[src/rtl/tdc_multistep_ctrl.sv]
// Multistep TDC controller: a coarse cycle counter plus fine delay-line residuals
// give the start/stop interval in fine LSBs, delivered over a valid/ready port.
//
// state   | meaning
// S_IDLE  | waiting for arm, edges ignored
// S_ARMED | waiting for start edge
// S_RUN   | coarse counter running, waiting for stop edge or saturation
// S_CALC  | combine coarse/fine captures into the result register
// S_DONE  | result_valid held until accepted
module tdc_multistep_ctrl #(
    parameter int COARSE_W    = 8,
    parameter int FINE_W      = 4,
    parameter int SYNC_STAGES = 2
) (
    input  logic                     clk,
    input  logic                     rst_n,
    input  logic                     arm,
    input  logic                     auto_rearm,
    input  logic                     start,
    input  logic                     stop,
    input  logic [(2**FINE_W)-1:0]   fine_start,
    input  logic [(2**FINE_W)-1:0]   fine_stop,
    output logic                     busy,
    output logic [COARSE_W+FINE_W:0] result,
    output logic                     result_valid,
    input  logic                     result_ready,
    output logic                     overflow
);
    localparam int FINE_TAPS = 2**FINE_W;
    localparam int RES_W     = COARSE_W + FINE_W + 1;
    localparam logic [COARSE_W-1:0] CNT_ONE  = {{(COARSE_W-1){1'b0}}, 1'b1};
    // saturation is declared when the next increment would reach all ones
    localparam logic [COARSE_W-1:0] CNT_LAST = {{(COARSE_W-1){1'b1}}, 1'b0};

    typedef enum logic [2:0] {S_IDLE, S_ARMED, S_RUN, S_CALC, S_DONE} state_t;

    state_t                 state, state_nxt;
    logic [SYNC_STAGES-1:0] start_sync, stop_sync;
    logic                   start_hist, stop_hist;
    logic                   start_edge, stop_edge;
    logic [COARSE_W-1:0]    cnt, coarse, coarse_nxt;
    logic [FINE_W:0]        pc_start_q, pc_stop_q;
    logic                   cap_start, cap_stop, clr_cnt, ld_coarse, ovf_hit, ovf_pend, accept;
    logic [RES_W:0]         diff;
    logic [RES_W-1:0]       res_clamped;

    function automatic logic [FINE_W:0] popcnt(input logic [FINE_TAPS-1:0] x);
        logic [FINE_W:0] n;
        n = '0;
        for (int i = 0; i < FINE_TAPS; i++)
            n = n + {{FINE_W{1'b0}}, x[i]};
        return n;
    endfunction

    always_ff @(posedge clk or negedge rst_n) begin
        if (!rst_n) begin
            start_sync <= '0;
            stop_sync  <= '0;
            start_hist <= 1'b0;
            stop_hist  <= 1'b0;
        end else begin
            start_sync <= {start_sync[SYNC_STAGES-2:0], start};
            stop_sync  <= {stop_sync[SYNC_STAGES-2:0], stop};
            start_hist <= start_sync[SYNC_STAGES-1];
            stop_hist  <= stop_sync[SYNC_STAGES-1];
        end
    end

    assign start_edge = start_sync[SYNC_STAGES-1] & ~start_hist;
    assign stop_edge  = stop_sync[SYNC_STAGES-1] & ~stop_hist;

    always_ff @(posedge clk or negedge rst_n) begin
        if (!rst_n) state <= S_IDLE;
        else        state <= state_nxt;
    end

    always_comb begin
        state_nxt  = state;
        cap_start  = 1'b0;
        cap_stop   = 1'b0;
        clr_cnt    = 1'b0;
        ld_coarse  = 1'b0;
        coarse_nxt = '0;
        ovf_hit    = 1'b0;
        accept     = 1'b0;
        case (state)
            S_IDLE: if (arm) state_nxt = S_ARMED;
            S_ARMED: begin
                if (start_edge) begin
                    cap_start = 1'b1;
                    if (stop_edge) begin
                        cap_stop  = 1'b1;
                        ld_coarse = 1'b1;
                        state_nxt = S_CALC;
                    end else begin
                        clr_cnt   = 1'b1;
                        state_nxt = S_RUN;
                    end
                end
            end
            S_RUN: begin
                if (stop_edge) begin
                    cap_stop   = 1'b1;
                    ld_coarse  = 1'b1;
                    coarse_nxt = cnt + CNT_ONE;
                    state_nxt  = S_CALC;
                end else if (cnt == CNT_LAST) begin
                    ovf_hit   = 1'b1;
                    state_nxt = S_CALC;
                end
            end
            S_CALC: state_nxt = S_DONE;
            S_DONE: begin
                if (result_ready) begin
                    accept    = 1'b1;
                    state_nxt = auto_rearm ? S_ARMED : S_IDLE;
                end
            end
            default: state_nxt = S_IDLE;
        endcase
    end

    // one spare top bit catches a negative fine correction for clamping
    assign diff = {2'b00, coarse, {FINE_W{1'b0}}}
                + {{(RES_W-FINE_W){1'b0}}, pc_start_q}
                - {{(RES_W-FINE_W){1'b0}}, pc_stop_q};
    assign res_clamped = diff[RES_W] ? '0 : diff[RES_W-1:0];

    always_ff @(posedge clk or negedge rst_n) begin
        if (!rst_n) begin
            cnt          <= '0;
            coarse       <= '0;
            pc_start_q   <= '0;
            pc_stop_q    <= '0;
            ovf_pend     <= 1'b0;
            result       <= '0;
            result_valid <= 1'b0;
            overflow     <= 1'b0;
        end else begin
            if (clr_cnt)
                cnt <= '0;
            else if (state == S_RUN)
                cnt <= cnt + CNT_ONE;
            if (cap_start) pc_start_q <= popcnt(fine_start);
            if (cap_stop)  pc_stop_q  <= popcnt(fine_stop);
            if (ld_coarse) coarse     <= coarse_nxt;
            ovf_pend <= ovf_hit;
            if (state == S_CALC) begin
                result_valid <= 1'b1;
                overflow     <= ovf_pend;
                result       <= ovf_pend ? '1 : res_clamped;
            end else if (accept) begin
                result_valid <= 1'b0;
                overflow     <= 1'b0;
            end
        end
    end

    assign busy = (state == S_ARMED) || (state == S_RUN);

endmodule

[config.mk]
export PLATFORM = sky130hd
export DESIGN_NAME = tdc_multistep_ctrl
export DESIGN_NICKNAME = d
export VERILOG_FILES = /design/src/rtl/tdc_multistep_ctrl.sv
export SDC_FILE = /design/constraint.sdc
export NUM_CORES = 1
export LEC_CHECK = 0
export CORE_MARGIN = 10
export CORE_UTILIZATION = 64
export CTS_CLUSTER_DIAMETER = 120
export DETAILED_ROUTE_END_ITERATION = 12
export DONT_BUFFER_PORTS = 1
export PLACE_DENSITY_LB_ADDON = 0.25
export SLEW_MARGIN = 10
export SYNTH_ARGS = -nofsm -noshare
export SYNTH_HDL_FRONTEND = slang
export SYNTH_SLANG_ARGS = --single-unit
[constraint.sdc]
create_clock -name clk -period 3.5 [get_ports clk]
set_input_delay 0.7 -clock clk [delete_from_list [all_inputs] [get_ports clk]]
set_output_delay 0.7 -clock clk [all_outputs]
set_load 0.02 [all_outputs]
Yosys cells after proc, flatten, opt, wreduce, memory -nomap -nowiden --
Cells that the tools add are included.
Storage, ports and cells: input port bits 39, flip-flop bits (word level) 51, logic and storage cells 94, output and inout bits 16
Cells by class: equality and inequality tests 9, mux-type cells 30, reduce and logical (&&, ||, !) cells 5, add/subtract/negate cells 33, bitwise operators 4
Operators by type and width (count):
- 5-bit by 1-bit adder with 5-bit output | 22
- 8-bit 2-to-1 mux | 4
- 13-bit 2-to-1 mux | 2
- 1-bit 2-to-1 mux | 17
- 3-bit 2-to-1 mux | 5
- 3-bit case mux with 5 select lines | 1
- 13-bit by 5-bit subtractor with 14-bit output | 1
- 12-bit by 5-bit adder with 13-bit output | 1
- 4-bit by 1-bit adder with 5-bit output | 2
- 3-bit by 1-bit adder with 4-bit output | 2
- 8-bit by 1-bit adder with 8-bit output (second input constant) | 1
- 8-bit == test (second input constant) | 1
- 2-bit by 1-bit adder with 3-bit output | 2
- 3-bit by 2-bit == test with 1-bit output (second input constant) | 2
- 2-bit != test (second input constant) | 3
- 1-bit by 1-bit adder with 2-bit output | 2
- 4-bit AND reduction | 1
- 2-bit nonzero test | 2
- 3-bit by 1-bit == test with 1-bit output (second input constant) | 1
- 3-bit == test (second input constant) | 1
- 3-bit logical NOT | 1
- 3-bit != test (second input constant) | 1
- 1-bit AND | 2
- 1-bit inverter | 2
- other kinds (2) | 2

Logic depth before layout (Yosys ltp) --
Gate-level depths: netlist of run 1.
depth after elaboration 15, mapped depth 13, mapped depth without buffers 13

Least setup slack after synthesis of run 1 --
OpenSTA, ideal clock, no wires.
path type input -> register, start in fine_stop[0], end reg pc_stop_q[1], path buffers 0, arrival 3.604 ns, path slack -0.232 ns, cell stages on the path 9, cells stage by stage fa_1 -> inv_1 -> fa_1 -> fa_1 -> fa_1 -> inv_1 -> ha_1 -> fa_1 -> mux2_1
On the way: cells in the longest elaborated chain, start to end 15
RTL lines:
- from (decl) | RTL line 22 | input logic [(2**FINE_W)-1:0] fine_stop,
- 1-bit by 1-bit adder with 2-bit output | RTL line 51 | n = n + {{FINE_W{1'b0}}, x[i]};
- 2-bit by 1-bit adder with 3-bit output | RTL line 51
- 3-bit by 1-bit adder with 4-bit output | RTL line 51
- 4-bit by 1-bit adder with 5-bit output | RTL line 51
- 5-bit by 1-bit adder with 5-bit output (11 in a row) | RTL line 51
- to (signal assigned) | RTL line 145 | if (cap_stop) pc_stop_q <= popcnt(fine_stop);
- to (decl) | RTL line 42 | logic [FINE_W:0] pc_start_q, pc_stop_q;
No other way between the ends. A chain may end at the register's enable or synchronous reset.

Worst setup path after layout of run 1 --
start in fine_stop[5], end reg pc_stop_q[1]
On the way: cells in the longest elaborated chain, start to end 11
RTL lines (RTL line):
- 5-bit by 1-bit adder with 5-bit output (11 in a row) | 51
No other way between the ends.

==> metrics.csv, run 1 <==
metric,value,unit
max-slew violations,0,
area share of the largest cell type after synthesis,0.3661,
sequential-to-total area share from yosys stat,0.3661,
most area-consuming cells after synthesis,"sky130_fd_sc_hd__dfrtp_1 (37%), sky130_fd_sc_hd__fa_1 (13%), sky130_fd_sc_hd__ha_1 (10%), sky130_fd_sc_hd__inv_1 (6.5%), sky130_fd_sc_hd__nand2_1 (3.3%)",
share of post-route cells with drive strength above 1,0.1089,
fraction of synthesized cell area in xor and xnor cells,0.04523,
largest fanout of any net on the critical path,2,
dominant combinational cell family by area after synthesis,adder cells,
Net Sw Frac,0.4480,
Clock Sinks,51,
via count,2345,
Tcrit/Tclk final,0.9830,
top flip-flop cell by instance count after synthesis,sky130_fd_sc_hd__dfrtp_1,
clock transition at the register clock pins on the worst setup and hold paths after CTS,0.09,ns
sequential cell fraction of total power,0.305,
number of enable-type register cells in the synthesized netlist,0,
average wire length per cell after detail routing,15.66,microns
number of primary I/O pins,55,
outcome,finished clean,
CP arrival,3.63,ns
final number of hold-violating endpoints,0,
worst setup timing slack at the placement stage,-0.2886,ns
later-pin clock latency in the skew report,0.30,ns
CTS tree,yes,
"Remaining Overflow, GRT",0,
number of warning messages in the yosys log,0,
effective utilization at floorplan,0.6697,
drc violations,0,
first-pass GRT wire length,11.11,mm
Detailed Place HPWL,5.318,mm
Synth Area per Inst,10.02,sq um
GPL Wtd Cong,0.8719,
Bufs on Longest Clock Path,2,
Leakage,1.769,nW
post-CTS setup-driven buffer insertion count,0,
number of nets in the layout,437,
router iterations before antenna repair,4,
mapped cell area,3486,sq um
library cell occupying the most area in the post-synthesis netlist,sky130_fd_sc_hd__dfrtp_1,
clock root buffer master,sky130_fd_sc_hd__clkbuf_8,
proportion of power drawn by combinational gates,0.598,
Worst Tran Pin Value,0.7660,ns
Internal Power,1.826,mW
sort of element at the end of the critical path,flop,
Cell variety after synth,45,
cells after synthesis,348,
worst clock skew,0.009272,ns
compound-cell area share of the yosys netlist,0.1648,
width of the chip,93.80,microns
most used standard cells in the synthesized netlist,"sky130_fd_sc_hd__inv_1 (60), sky130_fd_sc_hd__dfrtp_1 (51), sky130_fd_sc_hd__nand2_1 (31)",
net switching power,1.482,mW
number of antenna violations at the first check in global routing,0,
number of rows created at floorplan,26,
Antenna Violating Nets Remaining,0,
total setup violations reported at the end of the flow,0,
peak ir drop on the vdd network,0.3972,mV
RSZ-0062 raised after global routing,no,
share of cell area taken by muxes after synthesis,0.01292,
critical path class,in -> reg,
die footprint,8798,sq um
Worst Hold Margin,0.07871,ns
Adder-Cell Fraction of Synth Area,0.2268,
required time reported for the critical path endpoint,3.68,ns
net count of the mapped netlist,437,
critical path launch point,fine_stop[5],
number of synthesized register bits,51,
final setup margin,0.05954,ns
headroom to the max-slew limit,0.4874,
time the final worst path needs with I/O delays and setup,3.440,ns
portion of total power attributed to the clock network,0.097,
IO buf count,0,
post-detailed-routing wire length,6.561,mm
maximum clock frequency,0.2907,GHz
total routing usage reported by global routing,0.1544,
most frequent cell after synthesis,sky130_fd_sc_hd__inv_1,
maximum level of the CTS H-tree,2,
origin of the critical flop-to-flop path,pc_stop_q[1],
via count of the first global-routing pass,2456,
synth-to-layout area growth,5.169,%
launching element type of the critical path,primary input,
Pwr per Cell Area,902.5,nW/um^2
maximum number of pins on one net before global-route repair,52,
HP Class,in -> async,
average vias per placed instance,5.597,
final core area utilization,0.7043,
post-synthesis async set-or-reset flop share,1.000,
Max-cap violations,0,
drt initial violations,111,
setup TNS after final layout,0,ns
area inside the core boundary,5205,sq um
Vert. Die Dim,93.80,microns
number of buffers created by CTS,5,
simple logic cell fraction of the synthesized area,0.1052,
Antenna Cells,0,
[critical path, cell delays in order]
cell	delay, ns
sky130_fd_sc_hd__fa_1	0.52
sky130_fd_sc_hd__inv_1	0.06
sky130_fd_sc_hd__fa_2	0.54
sky130_fd_sc_hd__fa_1	0.44
sky130_fd_sc_hd__fa_1	0.50
sky130_fd_sc_hd__inv_2	0.04
sky130_fd_sc_hd__ha_4	0.16
sky130_fd_sc_hd__fa_2	0.39
sky130_fd_sc_hd__mux2_4	0.27
[flip-flops by register name, indices dropped and copies added, names as in the netlist, 2 cells and up]
register / cells
result: 13
cnt: 8
coarse: 8
pc_start_q: 5
pc_stop_q: 5
state: 3
start_sync: 2
stop_sync: 2
[power by group through the flow]
| stage | combinational, mW | sequential (mW) | clock, mW |
|---|---|---|---|
| after floorplan | 1.66 | 0.930 | 0 |
| after global placement | 1.87 | 1.01 | 0 |
| after detailed placement | 1.96 | 1.02 | 0 |
| after CTS | 1.97 | 1.01 | 0.331 |
| after global routing | 2.22 | 1.03 | 0.354 |
| final | 1.98 | 1.01 | 0.321 |
[layer usage]
metal / vias to the layer above / GRT usage / part of all wire
li1: 1144 / - / -
met1: 1144 / 0.1873 / 0.41
met2: 51 / 0.2644 / 0.52
met3: 6 / 0.03757 / 0.060
met4: 0 / 0.04557 / 0.0088
met5: - / 0 / 0
[path summary, 6_finish.rpt]
path | end | slack [ns] | cells after the start
hold / removal | result[11] | 0.08 | 0
hold reg to reg | stop_sync[1] | 0.35 | 0
setup reg to reg | result[12] | 0.82 | 11
setup / recovery | pc_stop_q[1] | 0.06 | 9
max in group asynchronous | pc_stop_q[4] | 3.34 | 0
min in group clk | stop_sync[1] | 0.35 | 0
[stage by stage]
stage	std cells	cell area (sq um)	total power, mW
6_report	419	3666	3.309
5_1_grt	419	3666	3.607
4_1_cts	419	3650	3.313
3_5_place_dp	411	3568	2.980
3_3_place_gp	411	3568	2.883
2_1_floorplan	348	3516	2.589
[layout make-up]
| type | instances | area (sq um) |
|---|---|---|
| multi-input cells | 228 | 1973 |
| fillers | 387 | 1539 |
| flip-flops and latches | 51 | 1276 |
| inverters | 60 | 232.7 |
| well taps | 70 | 87.58 |
| clock buffers | 7 | 76.32 |
| repair buffers | 2 | 15.01 |
| clock inverters | 1 | 5.005 |
[repair_timing]
action                     in CTS  in global routing
hold buffers                    0                  0
resized for setup               0                  5
hold endpoints to repair        0                  0
setup endpoints to repair       0                  3
[cell usage in the layout, fill, tap and decap left out, types with 2 or more instances in the layout]
master and count:
sky130_fd_sc_hd__and3_1 3, sky130_fd_sc_hd__a31o_1 2, sky130_fd_sc_hd__a21o_1 5, sky130_fd_sc_hd__a211oi_1 3, sky130_fd_sc_hd__clkbuf_8 5, sky130_fd_sc_hd__o21bai_1 3
sky130_fd_sc_hd__ha_1 26, sky130_fd_sc_hd__nor2_1 15, sky130_fd_sc_hd__xnor2_1 10, sky130_fd_sc_hd__nand2_2 2, sky130_fd_sc_hd__mux2_1 3, sky130_fd_sc_hd__nand3_1 3
sky130_fd_sc_hd__o21a_1 2, sky130_fd_sc_hd__nand2_1 31, sky130_fd_sc_hd__o21ai_1 26, sky130_fd_sc_hd__buf_4 2, sky130_fd_sc_hd__xor2_1 8, sky130_fd_sc_hd__o21ai_0 3
sky130_fd_sc_hd__a21oi_2 6, sky130_fd_sc_hd__fa_1 17, sky130_fd_sc_hd__a221o_1 11, sky130_fd_sc_hd__clkbuf_1 2, sky130_fd_sc_hd__nor2b_1 6, sky130_fd_sc_hd__a21oi_1 11
sky130_fd_sc_hd__inv_2 6, sky130_fd_sc_hd__fa_2 5, sky130_fd_sc_hd__dfrtp_1 51, sky130_fd_sc_hd__inv_1 53, sky130_fd_sc_hd__nand2b_1 6
[cell families (layout without fill, tap and decap cells)]
kind of cell | after synthesis | in the layout
AO/OA/AOI/OAI | 81 | 81
XOR/XNOR | 18 | 18
adder cells (fa/ha/maj) | 50 | 50
buffers and inverters | 69 | 70
flip-flops | 51 | 51
multiplexers | 4 | 4
AND/OR/NAND/NOR | 75 | 75
(Power assumes the default switching activity.)
==> run 2: changes to the inputs <==
TNS_END_PERCENT = 1   (was default)
clock period = 3.7 ns   (was 3.5 ns; I/O delays follow)
==> run 2 against run 1 <==
Against the previous run: count of clock-buffer cells in the layout fell by 2; combinational power fell by 12%; setup slack improved by 0.12 ns; clock power fell by 4%; sequential power fell by 7%; cell area fell by 1.2%; largest power group unchanged; highest routed layer unchanged.
==> metrics.csv, run 2 (synthesis gave the netlist of run 1 again) <==
metric,value,unit,change
Area after DPL,3541,sq um,was 3568 sq um
Bufs on Longest Clock Path,2,,unchanged
number of buffers created by CTS,5,,unchanged
"most common cell after layout, fill and taps aside",sky130_fd_sc_hd__inv_1,,unchanged
post-detailed-routing wire length,6.079,mm,was 6.561 mm
Worst Tran Pin Value,0.7007,ns,was 0.7660 ns
post-CTS setup-driven buffer insertion count,0,,unchanged
die footprint,8798,sq um,unchanged
"slowest stage cell, crit path",sky130_fd_sc_hd__fa_1,,was sky130_fd_sc_hd__fa_2
Vert. Die Dim,93.80,microns,unchanged
max FFs per register,13,,unchanged
critical path's most frequent cell,sky130_fd_sc_hd__fa_1,,unchanged
required time reported for the critical path endpoint,3.92,ns,was 3.68 ns
time the final worst path needs with I/O delays and setup,3.516,ns,
Tcrit/Tclk final,0.9503,,
delay of the slowest critical-path stage,0.55,ns,was 0.54 ns
number of rows created at floorplan,26,,unchanged
RSZ-0062 raised after global routing,no,,unchanged
area occupied by multi-input gates,1937,sq um,was 1973 sq um
Antenna Violating Nets Remaining,0,,unchanged
effective utilization at floorplan,0.6697,,unchanged
GPL Wtd Cong,0.7787,,was 0.8719
later-pin clock latency in the skew report,0.31,ns,was 0.30 ns
sequential cell area,1276,sq um,unchanged
"Remaining Overflow, GRT",0,,unchanged
total routing usage reported by global routing,0.1485,,was 0.1544
cells traversed along the worst timing path,inv_1 -> fa_1 -> fa_1 -> fa_1 -> fa_1 -> inv_1 -> ha_1 -> inv_1 -> fa_1 -> nor2b_1 -> o21ai_0 -> o21ai_1,,was fa_1 -> inv_1 -> fa_2 -> fa_1 -> fa_1 -> inv_2 -> ha_4 -> fa_2 -> mux2_4
setup TNS after final layout,0,ns,unchanged
Detailed Place HPWL,4.994,mm,was 5.318 mm
Pwr per Cell Area,827.3,nW/um^2,was 902.5 nW/um^2
Antenna Cells,0,,unchanged
outcome,finished clean,,unchanged
"count of placed standard cells in the final layout, fillers left out",418,,was 419
critical path class,in -> reg,,unchanged
launching element type of the critical path,primary input,,unchanged
total setup violations reported at the end of the flow,0,,unchanged
via count of the first global-routing pass,2454,,was 2456
worst clock skew,0.01345,ns,was 0.009272 ns
family with the most delay on the worst path,adder cells,,unchanged
Largest regs,"result: 13 flops, cnt: 8 flops, coarse: 8 flops",,unchanged
crit path buf inv count,3,,was 2
Reg with most FFs,result,,unchanged
peak ir drop on the vdd network,0.3897,mV,was 0.3972 mV
fillers,402,,was 387
number of nets in the layout,437,,unchanged
maximum number of pins on one net before global-route repair,52,,unchanged
number of antenna violations at the first check in global routing,0,,unchanged
number of buffers inserted for hold repair after clock tree synthesis,0,,unchanged
clock root buffer master,sky130_fd_sc_hd__clkbuf_8,,unchanged
number of primary I/O pins,55,,unchanged
synth-to-layout area growth,3.948,%,was 5.169%
cell area after layout,3623,sq um,was 3666 sq um
maximum level of the CTS H-tree,2,,unchanged
total design power,2.998,mW,was 3.309 mW
via count,2296,,was 2345
maximum clock frequency,0.2844,GHz,
sort of element at the end of the critical path,flop,,unchanged
final core area utilization,0.6962,,was 0.7043
final number of hold-violating endpoints,0,,unchanged
Clock Sinks,51,,unchanged
average wire length per cell after detail routing,14.54,microns,was 15.66 microns
router iterations before antenna repair,4,,unchanged
CTS tree,yes,,unchanged
largest fanout of any net on the critical path,2,,unchanged
first-pass GRT wire length,10.90,mm,was 11.11 mm
CP arrival,3.74,ns,was 3.63 ns
"commonest cells after routing, fill and taps aside","sky130_fd_sc_hd__inv_1 (60), sky130_fd_sc_hd__dfrtp_1 (51), sky130_fd_sc_hd__nand2_1 (31), sky130_fd_sc_hd__ha_1 (27), sky130_fd_sc_hd__o21ai_1 (23)",,"was sky130_fd_sc_hd__inv_1 (53), sky130_fd_sc_hd__dfrtp_1 (51), sky130_fd_sc_hd__nand2_1 (31), sky130_fd_sc_hd__o21ai_1 (26), sky130_fd_sc_hd__ha_1 (26)"
area inside the core boundary,5205,sq um,unchanged
final setup margin,0.1838,ns,was 0.05954 ns
drc violations,0,,unchanged
average vias per placed instance,5.493,,was 5.597
clock transition at the register clock pins on the worst setup and hold paths after CTS,0.09,ns,about the same
max-slew violations,0,,unchanged
Leakage,1.775,nW,was 1.769 nW
worst setup timing slack at the placement stage,-0.1765,ns,was -0.2886 ns
share of post-route cells with drive strength above 1,0.06609,,was 0.1089
drt initial violations,71,,was 111
HP Class,in -> async,,unchanged
width of the chip,93.80,microns,unchanged
Max-cap violations,0,,unchanged
headroom to the max-slew limit,0.5311,,was 0.4874
IO buf count,0,,unchanged
Worst Hold Margin,0.1149,ns,was 0.07871 ns
dpl cells,411,,unchanged
run 2: timing repair:
item	CTS	global route
setup endpoints to repair	0	1
endpoints found under the hold margin	0	0
resized for setup	0	1
run 2: power breakdown:
part / internal (mW) / total [mW] / leakage [nW] / switching, mW
clock: 0.130 / 0.308 / 0.0440 / 0.178
combinational: 0.836 / 1.75 / 1.07 / 0.912
sequential: 0.715 / 0.942 / 0.659 / 0.227
run 2: worst paths after layout:
| kind | cells past startpoint | slack [ns] | startpoint | to |
|---|---|---|---|---|
| hold reg to reg | 0 | 0.36 | start_sync[0] | start_sync[1] |
| min in group clk | 0 | 0.36 | start_sync[0] | start_sync[1] |
| setup reg to reg | 10 | 1.06 | pc_start_q[1] | result[3] |
| hold / removal | 0 | 0.11 | rst_n | result[11] |
| max in group asynchronous | 0 | 3.49 | rst_n | pc_stop_q[3] |
| setup / recovery | 12 | 0.18 | fine_start[5] | pc_start_q[4] |
run 2: worst register-to-register path: stages (launching register included):
cell                      delay [ns]
sky130_fd_sc_hd__dfrtp_1        0.41
sky130_fd_sc_hd__ha_1           0.30
sky130_fd_sc_hd__ha_1           0.20
sky130_fd_sc_hd__inv_1          0.07
sky130_fd_sc_hd__fa_1           0.43
sky130_fd_sc_hd__nor2b_4        0.17
sky130_fd_sc_hd__o31ai_4        0.09
sky130_fd_sc_hd__a21oi_4        0.17
sky130_fd_sc_hd__a21oi_2        0.09
sky130_fd_sc_hd__a21oi_2        0.42
sky130_fd_sc_hd__a221o_1        0.24
run 2: layer usage:
layer  vias to the layer above  global-route usage  share of wire  routed length (microns)
met5                         -                   0              0                        0
met4                         0             0.03418          0.010                       62
met3                         5             0.04157          0.056                      342
met2                        45              0.2558           0.48                     2944
met1                      1104              0.1791           0.45                     2730
li1                       1142                   -              -                        -
run 2: layout make-up:
class                   count  share of cell area
clock buffers               5             0.01899
clock inverters             2            0.003798
inverters                  60             0.06215
multi-input cells         228              0.5345
flip-flops and latches     51              0.3522
well taps                  70             0.02417
repair buffers              2            0.004144
